File: src/rtl/pipeline_ctrl_if.sv
// Stall/flush bundle between the hazard/memory sources and the pipeline controller.
// The master side raises requests and consumes enables, flushes and counters.
interface pipeline_ctrl_if #(
    parameter int CNT_W = 32
);
    logic             stall_i;
    logic             PCSrc_E;
    logic             mem_req_M;
    logic             mem_ready_M;
    logic             en_F;
    logic             en_D;
    logic             en_E;
    logic             en_M;
    logic             en_W;
    logic             flush_D;
    logic             flush_E;
    logic             mem_timeout;
    logic [CNT_W-1:0] stall_cnt;
    logic [CNT_W-1:0] flush_cnt;

    modport master (
        output stall_i, PCSrc_E, mem_req_M, mem_ready_M,
        input  en_F, en_D, en_E, en_M, en_W, flush_D, flush_E,
        input  mem_timeout, stall_cnt, flush_cnt
    );

    modport slave (
        input  stall_i, PCSrc_E, mem_req_M, mem_ready_M,
        output en_F, en_D, en_E, en_M, en_W, flush_D, flush_E,
        output mem_timeout, stall_cnt, flush_cnt
    );
endinterface

File: src/rtl/pipeline_ctrl.sv
// Five-stage pipeline controller: arbitrates memory freeze, redirect and load-use
// stall into stage enables/flushes, with a memory-wait watchdog and saturating counters.
module pipeline_ctrl #(
    parameter int CNT_W       = 32,
    parameter int MEM_TIMEOUT = 255
) (
    input  logic             clk,
    input  logic             rst_n,
    pipeline_ctrl_if.slave   bus
);
    localparam logic [1:0] ST_RUN      = 2'd0;
    localparam logic [1:0] ST_MEM_WAIT = 2'd1;
    localparam logic [1:0] ST_TIMEOUT  = 2'd2;

    logic [1:0]  state_reg, state_next;
    logic [15:0] wait_cnt_reg, wait_cnt_next;
    logic        timeout_reg, timeout_next;

    logic mem_wait;
    logic freeze;
    logic redirect;
    logic load_use;
    logic en_f, en_d, en_e, en_m, en_w;
    logic flush_d, flush_e;
    logic [1:0] cnt_inc;

    assign mem_wait = bus.mem_req_M & ~bus.mem_ready_M;
    // Any state other than RUN/MEM_WAIT (TIMEOUT or an illegal code) holds the pipeline.
    assign freeze   = mem_wait | ((state_reg != ST_RUN) && (state_reg != ST_MEM_WAIT));
    assign redirect = ~freeze & bus.PCSrc_E;
    assign load_use = ~freeze & ~bus.PCSrc_E & bus.stall_i;

    always_comb begin
        en_f    = 1'b1;
        en_d    = 1'b1;
        en_e    = 1'b1;
        en_m    = 1'b1;
        en_w    = 1'b1;
        flush_d = 1'b0;
        flush_e = 1'b0;
        if (!rst_n) begin
            {en_f, en_d, en_e, en_m, en_w} = 5'b00000;
            flush_d = 1'b1;
            flush_e = 1'b1;
        end else if (freeze) begin
            {en_f, en_d, en_e, en_m, en_w} = 5'b00000;
        end else if (redirect) begin
            flush_d = 1'b1;
            flush_e = 1'b1;
        end else if (load_use) begin
            en_f    = 1'b0;
            en_d    = 1'b0;
            flush_e = 1'b1;
        end
    end

    assign bus.en_F        = en_f;
    assign bus.en_D        = en_d;
    assign bus.en_E        = en_e;
    assign bus.en_M        = en_m;
    assign bus.en_W        = en_w;
    assign bus.flush_D     = flush_d;
    assign bus.flush_E     = flush_e;
    assign bus.mem_timeout = timeout_reg & rst_n;

    always_comb begin
        state_next    = state_reg;
        wait_cnt_next = wait_cnt_reg;
        timeout_next  = timeout_reg;
        case (state_reg)
            ST_RUN: begin
                if (mem_wait) begin
                    state_next    = ST_MEM_WAIT;
                    wait_cnt_next = 16'd1;
                end else begin
                    wait_cnt_next = 16'd0;
                end
            end
            ST_MEM_WAIT: begin
                if (mem_wait) begin
                    if (wait_cnt_reg == 16'(MEM_TIMEOUT)) begin
                        state_next   = ST_TIMEOUT;
                        timeout_next = 1'b1;
                    end else begin
                        wait_cnt_next = wait_cnt_reg + 16'd1;
                    end
                end else begin
                    // Completion or a dropped request both release the pipeline.
                    state_next    = ST_RUN;
                    wait_cnt_next = 16'd0;
                end
            end
            ST_TIMEOUT: begin
                state_next = ST_TIMEOUT;
            end
            default: begin
                state_next    = ST_RUN;
                wait_cnt_next = 16'd0;
            end
        endcase
    end

    always_ff @(posedge clk) begin
        if (!rst_n) begin
            state_reg    <= ST_RUN;
            wait_cnt_reg <= 16'd0;
            timeout_reg  <= 1'b0;
        end else begin
            state_reg    <= state_next;
            wait_cnt_reg <= wait_cnt_next;
            timeout_reg  <= timeout_next;
        end
    end

    // Index 0 counts cycles with the PC held, index 1 counts accepted redirects.
    assign cnt_inc = {redirect, ~en_f};

    genvar gi;
    generate
        for (gi = 0; gi < 2; gi++) begin : cnt_g
            logic [CNT_W-1:0] cnt_reg, cnt_next;

            always_comb begin
                cnt_next = cnt_reg;
                if (cnt_inc[gi] && (cnt_reg != {CNT_W{1'b1}}))
                    cnt_next = cnt_reg + {{(CNT_W-1){1'b0}}, 1'b1};
            end

            always_ff @(posedge clk) begin
                if (!rst_n) cnt_reg <= '0;
                else        cnt_reg <= cnt_next;
            end

            if (gi == 0) begin : stall_g
                assign bus.stall_cnt = cnt_reg;
            end else begin : flush_g
                assign bus.flush_cnt = cnt_reg;
            end
        end
    endgenerate
endmodule

File: src/flat_wrapper.sv
// flat-port wrapper written by rule: the top's interface ports become plain ports
module pipeline_ctrl_flat 
#(
    parameter int CNT_W       = 32,
    parameter int MEM_TIMEOUT = 255
)
  (clk, rst_n, bus_stall_i, bus_PCSrc_E, bus_mem_req_M, bus_mem_ready_M, bus_en_F, bus_en_D, bus_en_E, bus_en_M, bus_en_W, bus_flush_D, bus_flush_E, bus_mem_timeout, bus_stall_cnt, bus_flush_cnt);
  pipeline_ctrl_if #(.CNT_W(CNT_W)) bus_i ();
  input  logic clk;
  input  logic rst_n;
  input wire logic [$bits(bus_i.stall_i)-1:0] bus_stall_i;
  input wire logic [$bits(bus_i.PCSrc_E)-1:0] bus_PCSrc_E;
  input wire logic [$bits(bus_i.mem_req_M)-1:0] bus_mem_req_M;
  input wire logic [$bits(bus_i.mem_ready_M)-1:0] bus_mem_ready_M;
  output wire logic [$bits(bus_i.en_F)-1:0] bus_en_F;
  output wire logic [$bits(bus_i.en_D)-1:0] bus_en_D;
  output wire logic [$bits(bus_i.en_E)-1:0] bus_en_E;
  output wire logic [$bits(bus_i.en_M)-1:0] bus_en_M;
  output wire logic [$bits(bus_i.en_W)-1:0] bus_en_W;
  output wire logic [$bits(bus_i.flush_D)-1:0] bus_flush_D;
  output wire logic [$bits(bus_i.flush_E)-1:0] bus_flush_E;
  output wire logic [$bits(bus_i.mem_timeout)-1:0] bus_mem_timeout;
  output wire logic [$bits(bus_i.stall_cnt)-1:0] bus_stall_cnt;
  output wire logic [$bits(bus_i.flush_cnt)-1:0] bus_flush_cnt;
  assign bus_i.stall_i = bus_stall_i;
  assign bus_i.PCSrc_E = bus_PCSrc_E;
  assign bus_i.mem_req_M = bus_mem_req_M;
  assign bus_i.mem_ready_M = bus_mem_ready_M;
  assign bus_en_F = bus_i.en_F;
  assign bus_en_D = bus_i.en_D;
  assign bus_en_E = bus_i.en_E;
  assign bus_en_M = bus_i.en_M;
  assign bus_en_W = bus_i.en_W;
  assign bus_flush_D = bus_i.flush_D;
  assign bus_flush_E = bus_i.flush_E;
  assign bus_mem_timeout = bus_i.mem_timeout;
  assign bus_stall_cnt = bus_i.stall_cnt;
  assign bus_flush_cnt = bus_i.flush_cnt;
  pipeline_ctrl #(.CNT_W(CNT_W), .MEM_TIMEOUT(MEM_TIMEOUT)) u_core (.clk(clk), .rst_n(rst_n), .bus(bus_i));
endmodule
File: config.mk
export PLATFORM = sky130hd
export DESIGN_NAME = pipeline_ctrl_flat
export DESIGN_NICKNAME = d
export VERILOG_FILES = /design/src/rtl/pipeline_ctrl_if.sv /design/src/rtl/pipeline_ctrl.sv /design/src/flat_wrapper.sv
export SDC_FILE = /design/constraint.sdc
export NUM_CORES = 1
export LEC_CHECK = 0
export ABC_CLOCK_PERIOD_IN_PS = 3000
export CORE_ASPECT_RATIO = 0.9
export CORE_MARGIN = 4
export CORE_UTILIZATION = 40
export CTS_CLUSTER_DIAMETER = 200
export DETAILED_ROUTE_END_ITERATION = 8
export PLACE_DENSITY = 0.71
export SETUP_SLACK_MARGIN = 0.02
export SYNTH_ARGS = -nofsm -noshare
export SYNTH_HDL_FRONTEND = slang
export SYNTH_SLANG_ARGS = --single-unit
File: constraint.sdc
create_clock -name clk -period 3 [get_ports clk]
set_input_delay 0.45 -clock clk [delete_from_list [all_inputs] [get_ports clk]]
set_output_delay 0.45 -clock clk [all_outputs]
set_load 0.02 [all_outputs]
=== Yosys cells after proc, flatten, opt, wreduce, memory -nomap -nowiden ===
Cells that the tools add are included.
W data, S select, Z words.

* Shift operators: 0
* Multipliers: 0
* Reduce and logical (&&, ||, !) cells: 8
* $lt $le $gt $ge: 0
* Eq/ne operators: 9
* Muxes and demuxes: 21
* Bitwise gates (word level): 11
* Div/mod/pow operators: 0
* $add $sub $neg: 3

{| class="wikitable"
|+ Operator list
! cell !! number
|-
| $add A32 B1 Y32 const B || 2
|-
| $ne A32 B32 Y1 const B || 2
|-
| $pmux W16 S3 || 1
|-
| $mux W16 || 2
|-
| $add A16 B1 Y16 const B || 1
|-
| $eq A16 B8 Y1 const B || 1
|-
| $mux W1 || 14
|-
| $mux W2 || 3
|-
| $ne A3 B3 Y1 const B || 2
|-
| $pmux W2 S3 || 1
|-
| $and A1 B1 Y1 || 5
|-
| $not A1 Y1 || 5
|-
| $ne A2 B1 Y1 const B || 2
|-
| $reduce_and A2 Y1 || 2
|-
| $logic_and A1 B1 Y1 || 3
|-
| $reduce_and A3 Y1 || 1
|-
| $eq A2 B1 Y1 const B || 1
|-
| $eq A2 B2 Y1 const B || 1
|-
| $logic_not A2 Y1 || 1
|-
| $reduce_bool A2 Y1 || 1
|-
| $or A1 B1 Y1 || 1
|}

* Logic and storage cells: 57
* Output and inout bits: 72
* Memories kept: 0
* Register bits after elaboration: 83
* Memory bits (read-only): 0
* Latch bits: 0
* Bits of input ports: 6
* Memory bits (writable): 0

=== Longest topological paths before layout ===
Gate-level depths: netlist (run 1).

* Word-level depth: 12
* Depth in mapped cells: 8
* Mapped depth without buffers: 6

=== Least setup slack after synthesis (run 1) ===
No wires, ideal clock.

* Kind: in2out
* Start point: in rst_n
* End point: out bus_en_M
* Required time: 2550 ps
* Stages on the path: 5
* Setup slack: 690 ps
* Path buffers: 3
* Arrival time: 1860 ps
* Cell sequence: clkbuf_1 > inv_1 > clkbuf_1 > nor3_1 > buf_4

* Cells in the longest elaborated chain, start to end: 1

{| class="wikitable"
|+ Ends and longest elaborated chain
! item !! line !! RTL
|-
| start, declared || flat_wrapper.sv:10 || <nowiki>input logic rst_n;</nowiki>
|-
| $mux W1 || n/a ||
|-
| end, declared || flat_wrapper.sv:18 || <nowiki>output wire logic [$bits(bus_i.en_M)-1:0] bus_en_M;</nowiki>
|}

No other way between the ends.

=== Worst setup path after layout (run 1) ===
* Start point: reg u_core.cnt_g[0].cnt_reg[0], in the netlist u_core.bus.stall_cnt[0]
* End point: reg u_core.cnt_g[0].cnt_reg[11], in the netlist u_core.bus.stall_cnt[11]

* Cells in the longest elaborated chain, start to end: 2
* Elaborated cells between the ends (all ways): 3
* Classes of those cells: add/sub (1); eq/ne (1); reduce/logical (1)

{| class="wikitable"
|+ Ends and longest elaborated chain
! item !! line !! RTL
|-
| start, declared || pipeline_ctrl.sv:121 || <nowiki>logic [CNT_W-1:0] cnt_reg, cnt_next;</nowiki>
|-
| start signal, assigned || pipeline_ctrl.sv:131 || <nowiki>else cnt_reg <= cnt_next;</nowiki>
|-
| parallel branches: the longest is 2 deep, another holds $add A32 B1 Y32 || n/a ||
|}

Parallel ways; which one is timed is not known.
A chain may end at the register's enable or synchronous reset.

==> metrics.txt, run 1 <==
# TYPE chip_impl_metric gauge
chip_impl_metric{name="area.sequential",unit="sq um"} 1660
chip_impl_metric{name="synthAdderAreaFrac",unit="%"} 0.878
chip_impl_metric{name="die-width",unit="microns"} 117
chip_impl_metric{name="worst_hold_slack",unit="ns"} 0.500
chip_impl_metric{name="postSynthNetCount",unit=""} 523
chip_impl_metric{name="cp_data_arrival_time",unit="ns"} 2.99
chip_impl_metric{name="design.portCount",unit=""} 78
chip_impl_metric{name="multi_input_comb_area",unit="sq um"} 2460
chip_impl_metric{name="effective_utilization_at_floorplan",unit="%"} 41.4
chip_impl_metric{name="final.fill_count",unit=""} 956
chip_impl_metric{name="final_min_period_over_clock_period",unit="%"} 90.7
chip_impl_metric{name="remaining_drc_errors",unit=""} 0
chip_impl_info{name="outcome",value="finished clean"} 1
chip_impl_metric{name="synth_xor_area_share",unit="%"} 6.14
chip_impl_info{name="startpoint_type",value="flip-flop"} 1
chip_impl_metric{name="drive_gt1_share",unit="%"} 6.22
chip_impl_metric{name="count_of_state_elements_after_synthesis",unit=""} 83
chip_impl_metric{name="average_cell_area_after_synthesis",unit="sq um"} 8.32
chip_impl_metric{name="count_of_final_max_slew_check_failures",unit=""} 0
chip_impl_metric{name="postRouteAntennaNets",unit=""} 0
chip_impl_metric{name="clkSlewWorstSetupHoldPaths",unit="ns"} 0.06
chip_impl_info{name="hold_path.class",value="flip-flop to flip-flop"} 1
chip_impl_metric{name="fin_tns_setup",unit="ns"} 0
chip_impl_info{name="clock-root-buffer",value="sky130_fd_sc_hd__clkbuf_16"} 1
chip_impl_metric{name="timing.final.crit_period",unit="ns"} 2.72
chip_impl_metric{name="clock-sinks",unit=""} 83
chip_impl_metric{name="post_drt_wl_per_cell",unit="microns"} 15.5
chip_impl_metric{name="synth-seq-area-share",unit="%"} 38.9
chip_impl_metric{name="wl_met3",unit="microns"} 670
chip_impl_info{name="critical_path_class",value="flip-flop to flip-flop"} 1
chip_impl_metric{name="synthToLayoutAreaGrowth",unit="%"} 28.3
chip_impl_metric{name="synth_enable_flop_cells",unit=""} 0
chip_impl_metric{name="avgViaCountPerCell",unit=""} 5.85
chip_impl_metric{name="max_freq",unit="MHz"} 367
chip_impl_metric{name="yosys.cell_types.count",unit=""} 47
chip_impl_metric{name="yosys_warnings",unit=""} 0
chip_impl_metric{name="syn_area",unit="sq um"} 4280
chip_impl_metric{name="skew",unit="ns"} 0.00727
chip_impl_metric{name="synthMuxAreaShare",unit="%"} 1.64
chip_impl_metric{name="postCtsHoldBufs",unit=""} 0
chip_impl_metric{name="synth_compound_gate_area_share",unit="%"} 16.8
chip_impl_metric{name="drt_first_pass_iters",unit=""} 7
chip_impl_metric{name="design.die.area",unit="sq um"} 12400
chip_impl_metric{name="grt-ovfl-total",unit=""} 0
chip_impl_metric{name="gp_routability_congestion",unit=""} 0.877
chip_impl_metric{name="cts-root-to-sink-buffers",unit=""} 2
chip_impl_metric{name="slew-limit-headroom",unit="%"} 37.6
chip_impl_metric{name="floorplan.rows",unit=""} 35
chip_impl_metric{name="port-buffer-count",unit=""} 77
chip_impl_metric{name="critPathMaxFanout",unit=""} 23
chip_impl_metric{name="max_slew.worst_pin.slew",unit="ns"} 0.933
chip_impl_metric{name="grt_pass1_vias",unit=""} 3952
chip_impl_metric{name="synth_simple_gate_area_share",unit="%"} 32.1
chip_impl_metric{name="p_leak",unit="nW"} 1.72
chip_impl_metric{name="critical_path_required",unit="ns"} 3.27
chip_impl_metric{name="cts_htree_levels",unit=""} 3
chip_impl_metric{name="die_h",unit="microns"} 106
chip_impl_metric{name="grt_util_all_layers",unit="%"} 18.3
chip_impl_metric{name="antenna_violations_before_repair",unit=""} 0
chip_impl_metric{name="power.total",unit="mW"} 2.35
chip_impl_metric{name="cts.repair.resized",unit=""} 0
chip_impl_info{name="cts_tree",value="built"} 1
chip_impl_metric{name="first_iter_violations",unit=""} 242
chip_impl_metric{name="drt-met1-wl",unit="mm"} 5.23
chip_impl_metric{name="detail_route.wirelength",unit="mm"} 11.2
chip_impl_metric{name="async_flop_share",unit="%"} 0
chip_impl_info{name="synthFlopType",value="sky130_fd_sc_hd__dfxtp_1"} 1
chip_impl_info{name="setup_repair_after_global_routing_missed_its_margin",value="no"} 1
chip_impl_metric{name="worst_ir_drop_vdd",unit="V"} 0.000319
chip_impl_metric{name="std_cell_core_area",unit="sq um"} 10300
chip_impl_metric{name="vias",unit=""} 4236
chip_impl_metric{name="insertedDiodeCount",unit=""} 0
chip_impl_info{name="synth_top_family_by_area",value="simple AND/OR/NAND/NOR gates"} 1
chip_impl_info{name="top_layer_used",value="met4"} 1
chip_impl_metric{name="grt_max_degree",unit=""} 57
chip_impl_metric{name="routed-wl-met2",unit="mm"} 5.17
chip_impl_metric{name="wire_length_of_the_first_global_routing_pass",unit="mm"} 18.7
chip_impl_info{name="sort_of_element_at_the_end_of_the_critical_path",value="flip-flop"} 1
chip_impl_metric{name="final_hold_viol_count",unit=""} 0
chip_impl_metric{name="dpl_hpwl",unit="mm"} 8.05
chip_impl_metric{name="powerDensity",unit="nW/um^2"} 428
chip_impl_metric{name="finalSetupViolations",unit=""} 0
chip_impl_metric{name="final_net_count",unit=""} 599
chip_impl_metric{name="cts_inserted_buffers",unit=""} 9
chip_impl_metric{name="max-cap-violations",unit=""} 0
chip_impl_metric{name="worstSkewPairLatency",unit="ns"} 0.34
chip_impl_metric{name="synthCells",unit=""} 514
chip_impl_metric{name="post_cts.repair.setup_buffers",unit=""} 0
[worst max-delay path, cell delays in order (launching register included)]
cell and delay [ns]:
sky130_fd_sc_hd__dfxtp_1 0.42, sky130_fd_sc_hd__ha_1 0.26, sky130_fd_sc_hd__nand4_1 0.17, sky130_fd_sc_hd__or4_1 0.61, sky130_fd_sc_hd__o211ai_2 0.80, sky130_fd_sc_hd__o21ai_0 0.22, sky130_fd_sc_hd__a21oi_1 0.17
[report_power, final]
group | internal, mW | switching (mW) | leakage, nW
clock | 0.667 | 0.446 | 0.139
combinational | 0.0473 | 0.0651 | 0.914
sequential | 1.11 | 0.0117 | 0.669
total | 1.82 | 0.523 | 1.72
[cells in the mapped netlist (6+ instances only)]
master	number	area (sq um)
sky130_fd_sc_hd__dfxtp_1	83	1660
sky130_fd_sc_hd__xnor2_1	22	193
sky130_fd_sc_hd__o21ai_0	26	130
sky130_fd_sc_hd__nand2_1	38	143
sky130_fd_sc_hd__nor3_1	12	60.1
sky130_fd_sc_hd__or3_1	20	125
sky130_fd_sc_hd__xor2_1	8	70.1
sky130_fd_sc_hd__and4_1	11	96.3
sky130_fd_sc_hd__nor4_1	10	62.6
sky130_fd_sc_hd__nor2_1	37	139
sky130_fd_sc_hd__o31ai_1	17	128
sky130_fd_sc_hd__and3_1	6	37.5
sky130_fd_sc_hd__and2_1	7	43.8
sky130_fd_sc_hd__or4_1	22	165
sky130_fd_sc_hd__a21oi_1	43	215
sky130_fd_sc_hd__nand4_1	29	181
sky130_fd_sc_hd__nand2b_1	10	62.6
sky130_fd_sc_hd__nand3_1	26	130
sky130_fd_sc_hd__mux2i_1	7	70.1
sky130_fd_sc_hd__inv_1	10	37.5
sky130_fd_sc_hd__clkbuf_1	17	63.8
[cell usage in the layout, fill, tap and decap left out, drive strengths merged, types with 2 or more instances in the layout]
cell	count
nor4	12
mux2i	7
nand2b	10
and3	6
o211ai	6
xnor2	22
and4	11
or2	2
a41o	2
o211a	2
dfxtp	83
nand4	30
o21ai	26
o31ai	17
ha	3
or4	24
nor3	13
a22o	3
a21o	2
nor2	37
inv	10
clkdlybuf4s50	77
nand3	26
clkbuf	12
xor2	8
nor2b	3
clkinvlp	2
a2111oi	3
a211oi	5
and2	7
or3	20
a21oi	44
nand2	38
buf	13
[per-stage QoR]
stage               instance area, sq um  setup slack, ns  utilization, %  std cells
floorplan                           4280            0.690               -        514
global placement                    5190            0.365            50.2        708
detailed placement                  5190            0.311            50.2        708
CTS                                 5490            0.310            53.1        724
global route                        5490           0.0504            53.1        724
finish                              5490            0.278            53.1        724
[cell type report]
cell class / count / share of cell area, %
multi-input cells: 396 / 44.9
flip-flops and latches: 83 / 30.3
inverters: 10 / 0.684
clock buffers: 12 / 4.49
clock inverters: 4 / 0.912
well taps: 129 / 2.94
repair buffers: 90 / 15.8
[layer usage]
metal  track usage (%)  vias to the layer above
met4              4.59                        0
met5                 0                        -
met1              24.8                     2021
li1                  -                     2088
met2              28.8                      115
met3              4.95                       12
[cell families after synthesis]
kind of cell | after synthesis
compound gates | 115
fa+ha+maj | 3
simple gates | 241
flops | 83
xor+xnor | 30
buf+inv | 35
mux | 7
[worst paths after layout]
check	startpoint	end	slack, ns	cells past startpoint
max	u_core.bus.stall_cnt[0]	u_core.bus.stall_cnt[11]	0.28	6
min	u_core.bus.stall_cnt[29]	u_core.bus.stall_cnt[29]	0.50	2
max reg2reg	u_core.bus.stall_cnt[0]	u_core.bus.stall_cnt[11]	0.28	6
min reg2reg	u_core.bus.stall_cnt[29]	u_core.bus.stall_cnt[29]	0.50	2
Power figures use the tool's default switching activity.
==> run 2, diff against run 1 <==
--- a/config.mk
+++ b/config.mk
@@ -5,7 +5,7 @@
 export SDC_FILE = /design/constraint.sdc
 export NUM_CORES = 1
 export LEC_CHECK = 0
-export ABC_CLOCK_PERIOD_IN_PS = 3000
+export ABC_CLOCK_PERIOD_IN_PS = 2950
 export CORE_ASPECT_RATIO = 0.9
 export CORE_MARGIN = 4
 export CORE_UTILIZATION = 40
==> constraint.sdc (replaced) <==
create_clock -name clk -period 2.95 [get_ports clk]
set_input_delay 0.4425 -clock clk [delete_from_list [all_inputs] [get_ports clk]]
set_output_delay 0.4425 -clock clk [all_outputs]
set_load 0.02 [all_outputs]
==> metrics.txt, run 2 (synthesis results as in run 1) <==
# TYPE chip_impl_metric gauge
chip_impl_metric{name="p_switching",unit="mW"} 0.513
chip_impl_metric{name="cts.repair.resized",unit=""} 0
chip_impl_info{name="layout.cells.most_common",value="sky130_fd_sc_hd__dfxtp_1"} 1
chip_impl_metric{name="final.fill_count",unit=""} 983
chip_impl_metric{name="powerDensity",unit="nW/um^2"} 438
chip_impl_info{name="hold_path.class",value="flip-flop to flip-flop"} 1
chip_impl_metric{name="post-route-util",unit="%"} 53.4
chip_impl_info{name="critical_path_class",value="input pin to output pin"} 1
chip_impl_metric{name="critPathMaxFanout",unit=""} 8
chip_impl_metric{name="critical_path_required",unit="ns"} 2.51
chip_impl_metric{name="antenna_violations_before_repair",unit=""} 0
chip_impl_metric{name="finalSetupViolations",unit=""} 0
chip_impl_metric{name="cts_inserted_buffers",unit=""} 9
chip_impl_metric{name="effective_utilization_at_floorplan",unit="%"} 41.4
chip_impl_metric{name="skew",unit="ns"} 0.0108
chip_impl_metric{name="grt_util_all_layers",unit="%"} 18.2
chip_impl_info{name="setup_repair_after_global_routing_missed_its_margin",value="no"} 1
chip_impl_metric{name="postCtsHoldBufs",unit=""} 0
chip_impl_info{name="clock-root-buffer",value="sky130_fd_sc_hd__clkbuf_16"} 1
chip_impl_metric{name="internal_pwr_total",unit="mW"} 1.90
chip_impl_metric{name="clock_network_power_share",unit="%"} 48.0
chip_impl_metric{name="insertedDiodeCount",unit=""} 0
chip_impl_metric{name="die-width",unit="microns"} 117
chip_impl_metric{name="port-buffer-count",unit=""} 77
chip_impl_info{name="layout.cells.most_common_list",value="sky130_fd_sc_hd__dfxtp_1 (83), sky130_fd_sc_hd__clkdlybuf4s50_1 (77), sky130_fd_sc_hd__a21oi_1 (43), sky130_fd_sc_hd__nand2_1 (38), sky130_fd_sc_hd__nor2_1 (37)"} 1
chip_impl_info{name="cts_tree",value="built"} 1
chip_impl_metric{name="slew-limit-headroom",unit="%"} 39.5
chip_impl_metric{name="clkSlewWorstSetupHoldPaths",unit="ns"} 0.06
chip_impl_metric{name="power.total",unit="mW"} 2.42
chip_impl_metric{name="pre_cts_ws",unit="ns"} 0.273
chip_impl_metric{name="worst_hold_slack",unit="ns"} 0.499
chip_impl_metric{name="postRouteAntennaNets",unit=""} 0
chip_impl_info{name="outcome",value="finished clean"} 1
chip_impl_metric{name="worstSkewPairLatency",unit="ns"} 0.33
chip_impl_metric{name="switching_power_share_of_the_total",unit="%"} 21.2
chip_impl_info{name="crit_path_cell_chain",value="clkdlybuf4s50_1 -> nor2b_1 -> buf_4 -> nor2_1 -> nand2_1 -> nand2_1 -> a21o_1 -> clkdlybuf4s50_1"} 1
chip_impl_metric{name="grt-ovfl-total",unit=""} 0
chip_impl_metric{name="max_freq",unit="MHz"} 371
chip_impl_info{name="sort_of_element_at_the_end_of_the_critical_path",value="output pin"} 1
chip_impl_metric{name="design.portCount",unit=""} 78
chip_impl_metric{name="setup_slack",unit="ns"} 0.258
chip_impl_info{name="path_delay_family",value="buffers and inverters"} 1
chip_impl_metric{name="floorplan.rows",unit=""} 35
chip_impl_metric{name="max-cap-violations",unit=""} 0
chip_impl_metric{name="worst_ir_drop_vdd",unit="V"} 0.000522
chip_impl_metric{name="cts_htree_levels",unit=""} 3
chip_impl_metric{name="drt_first_pass_iters",unit=""} 4
chip_impl_metric{name="post_drt_wl_per_cell",unit="microns"} 15.2
chip_impl_metric{name="count_of_final_max_slew_check_failures",unit=""} 0
chip_impl_metric{name="fin_tns_setup",unit="ns"} 0
chip_impl_metric{name="final_hold_viol_count",unit=""} 0
chip_impl_metric{name="pwr-share-seq",unit="%"} 47.2
chip_impl_metric{name="remaining_drc_errors",unit=""} 0
chip_impl_metric{name="grt_pass1_vias",unit=""} 3859
chip_impl_metric{name="area.sequential",unit="sq um"} 1660
chip_impl_metric{name="final_min_period_over_clock_period",unit="%"} 91.3
chip_impl_metric{name="grt_max_degree",unit=""} 57
chip_impl_metric{name="multi_input_comb_area",unit="sq um"} 2460
chip_impl_metric{name="drive_gt1_share",unit="%"} 6.37
chip_impl_metric{name="die_h",unit="microns"} 106
chip_impl_metric{name="final_net_count",unit=""} 601
chip_impl_metric{name="synthToLayoutAreaGrowth",unit="%"} 29.0
chip_impl_metric{name="avgViaCountPerCell",unit=""} 5.75
chip_impl_metric{name="clock-sinks",unit=""} 83
chip_impl_metric{name="design.die.area",unit="sq um"} 12400
chip_impl_info{name="startpoint_type",value="input pin"} 1
chip_impl_metric{name="vias",unit=""} 4175
chip_impl_metric{name="gp_routability_congestion",unit=""} 0.889
chip_impl_metric{name="cts-root-to-sink-buffers",unit=""} 2
chip_impl_metric{name="critPathBufInv",unit=""} 3
chip_impl_metric{name="cp_data_arrival_time",unit="ns"} 2.25
chip_impl_metric{name="post_cts.repair.setup_buffers",unit=""} 0
chip_impl_metric{name="p_leak",unit="nW"} 1.74
chip_impl_metric{name="dpl_hpwl",unit="mm"} 7.97
chip_impl_metric{name="timing.final.crit_period",unit="ns"} 2.69
chip_impl_metric{name="max_slew.worst_pin.slew",unit="ns"} 0.904
chip_impl_metric{name="cp_slowest_stage_delay",unit="ns"} 0.60
chip_impl_info{name="crit_path_top_delay_cell",value="sky130_fd_sc_hd__clkdlybuf4s50_1"} 1
chip_impl_metric{name="detail_route.wirelength",unit="mm"} 11.0
chip_impl_metric{name="wire_length_of_the_first_global_routing_pass",unit="mm"} 18.5
chip_impl_metric{name="p_comb_share",unit="%"} 4.8
chip_impl_metric{name="first_iter_violations",unit=""} 268
chip_impl_metric{name="std_cell_core_area",unit="sq um"} 10300
[run 2: changes by cell type in the layout (fill, tap and decap cells not counted)]
| cell | previous run | this run |
|---|---|---|
| sky130_fd_sc_hd__buf_4 | 13 | 15 |
| sky130_fd_sc_hd__clkbuf_8 | 1 | 3 |
| sky130_fd_sc_hd__clkinvlp_4 | 2 | 0 |
| sky130_fd_sc_hd__clkbuf_1 | 2 | 3 |
| sky130_fd_sc_hd__clkinv_2 | 1 | 0 |
[run 2: path summary, 6_finish.rpt]
path	slack, ns	end	cells after the start	start
hold reg to reg	0.50	u_core.bus.stall_cnt[29]	2	u_core.bus.stall_cnt[29]
hold / removal	0.50	u_core.bus.stall_cnt[29]	2	u_core.bus.stall_cnt[29]
setup / recovery	0.26	bus_flush_E	8	bus_mem_req_M
setup reg to reg	0.38	u_core.bus.stall_cnt[15]	7	u_core.bus.stall_cnt[0]
[run 2: worst reg2reg max path, delay by kind of cell (launching register included)]
family | cells | cell delay, ns
fa+ha+maj | 1 | 0.25
compound gates | 2 | 0.75
buf+inv | 1 | 0.27
flops | 1 | 0.41
simple gates | 3 | 0.79
[run 2: per-layer routing]
layer	global-route usage (%)	routed length, microns	vias to the layer above
met5	0	0	-
met4	3.19	80	0
met3	5.07	566	7
met2	29.7	5220	93
met1	24.2	5180	1969
li1	-	-	2106
[run 2: power by group through the flow]
stage / Sequential (mW) / Clock, mW / Combinational [mW]
after CTS: 1.14 / 1.19 / 0.117
after global placement: 1.16 / 0 / 0.114
after floorplan: 1.17 / 0 / 0.0593
after detailed placement: 1.16 / 0 / 0.116
after global routing: 1.14 / 1.24 / 0.125
final: 1.14 / 1.16 / 0.115
[run 2: layout make-up]
type / count / share of cell area (%)
clock buffer: 15 / 5.04
clock inverter: 1 / 0.544
inverter: 10 / 0.681
multi-input combinational: 396 / 44.7
sequential: 83 / 30.1
tap: 129 / 2.93
timing repair buffer: 92 / 16.0
[run 2: metrics by stage]
| step | cells | cell area, sq um |
|---|---|---|
| finish | 726 | 5520 |
| global placement | 710 | 5210 |
| global route | 726 | 5520 |
| detailed placement | 710 | 5210 |
| floorplan | 514 | 4280 |
| CTS | 726 | 5520 |
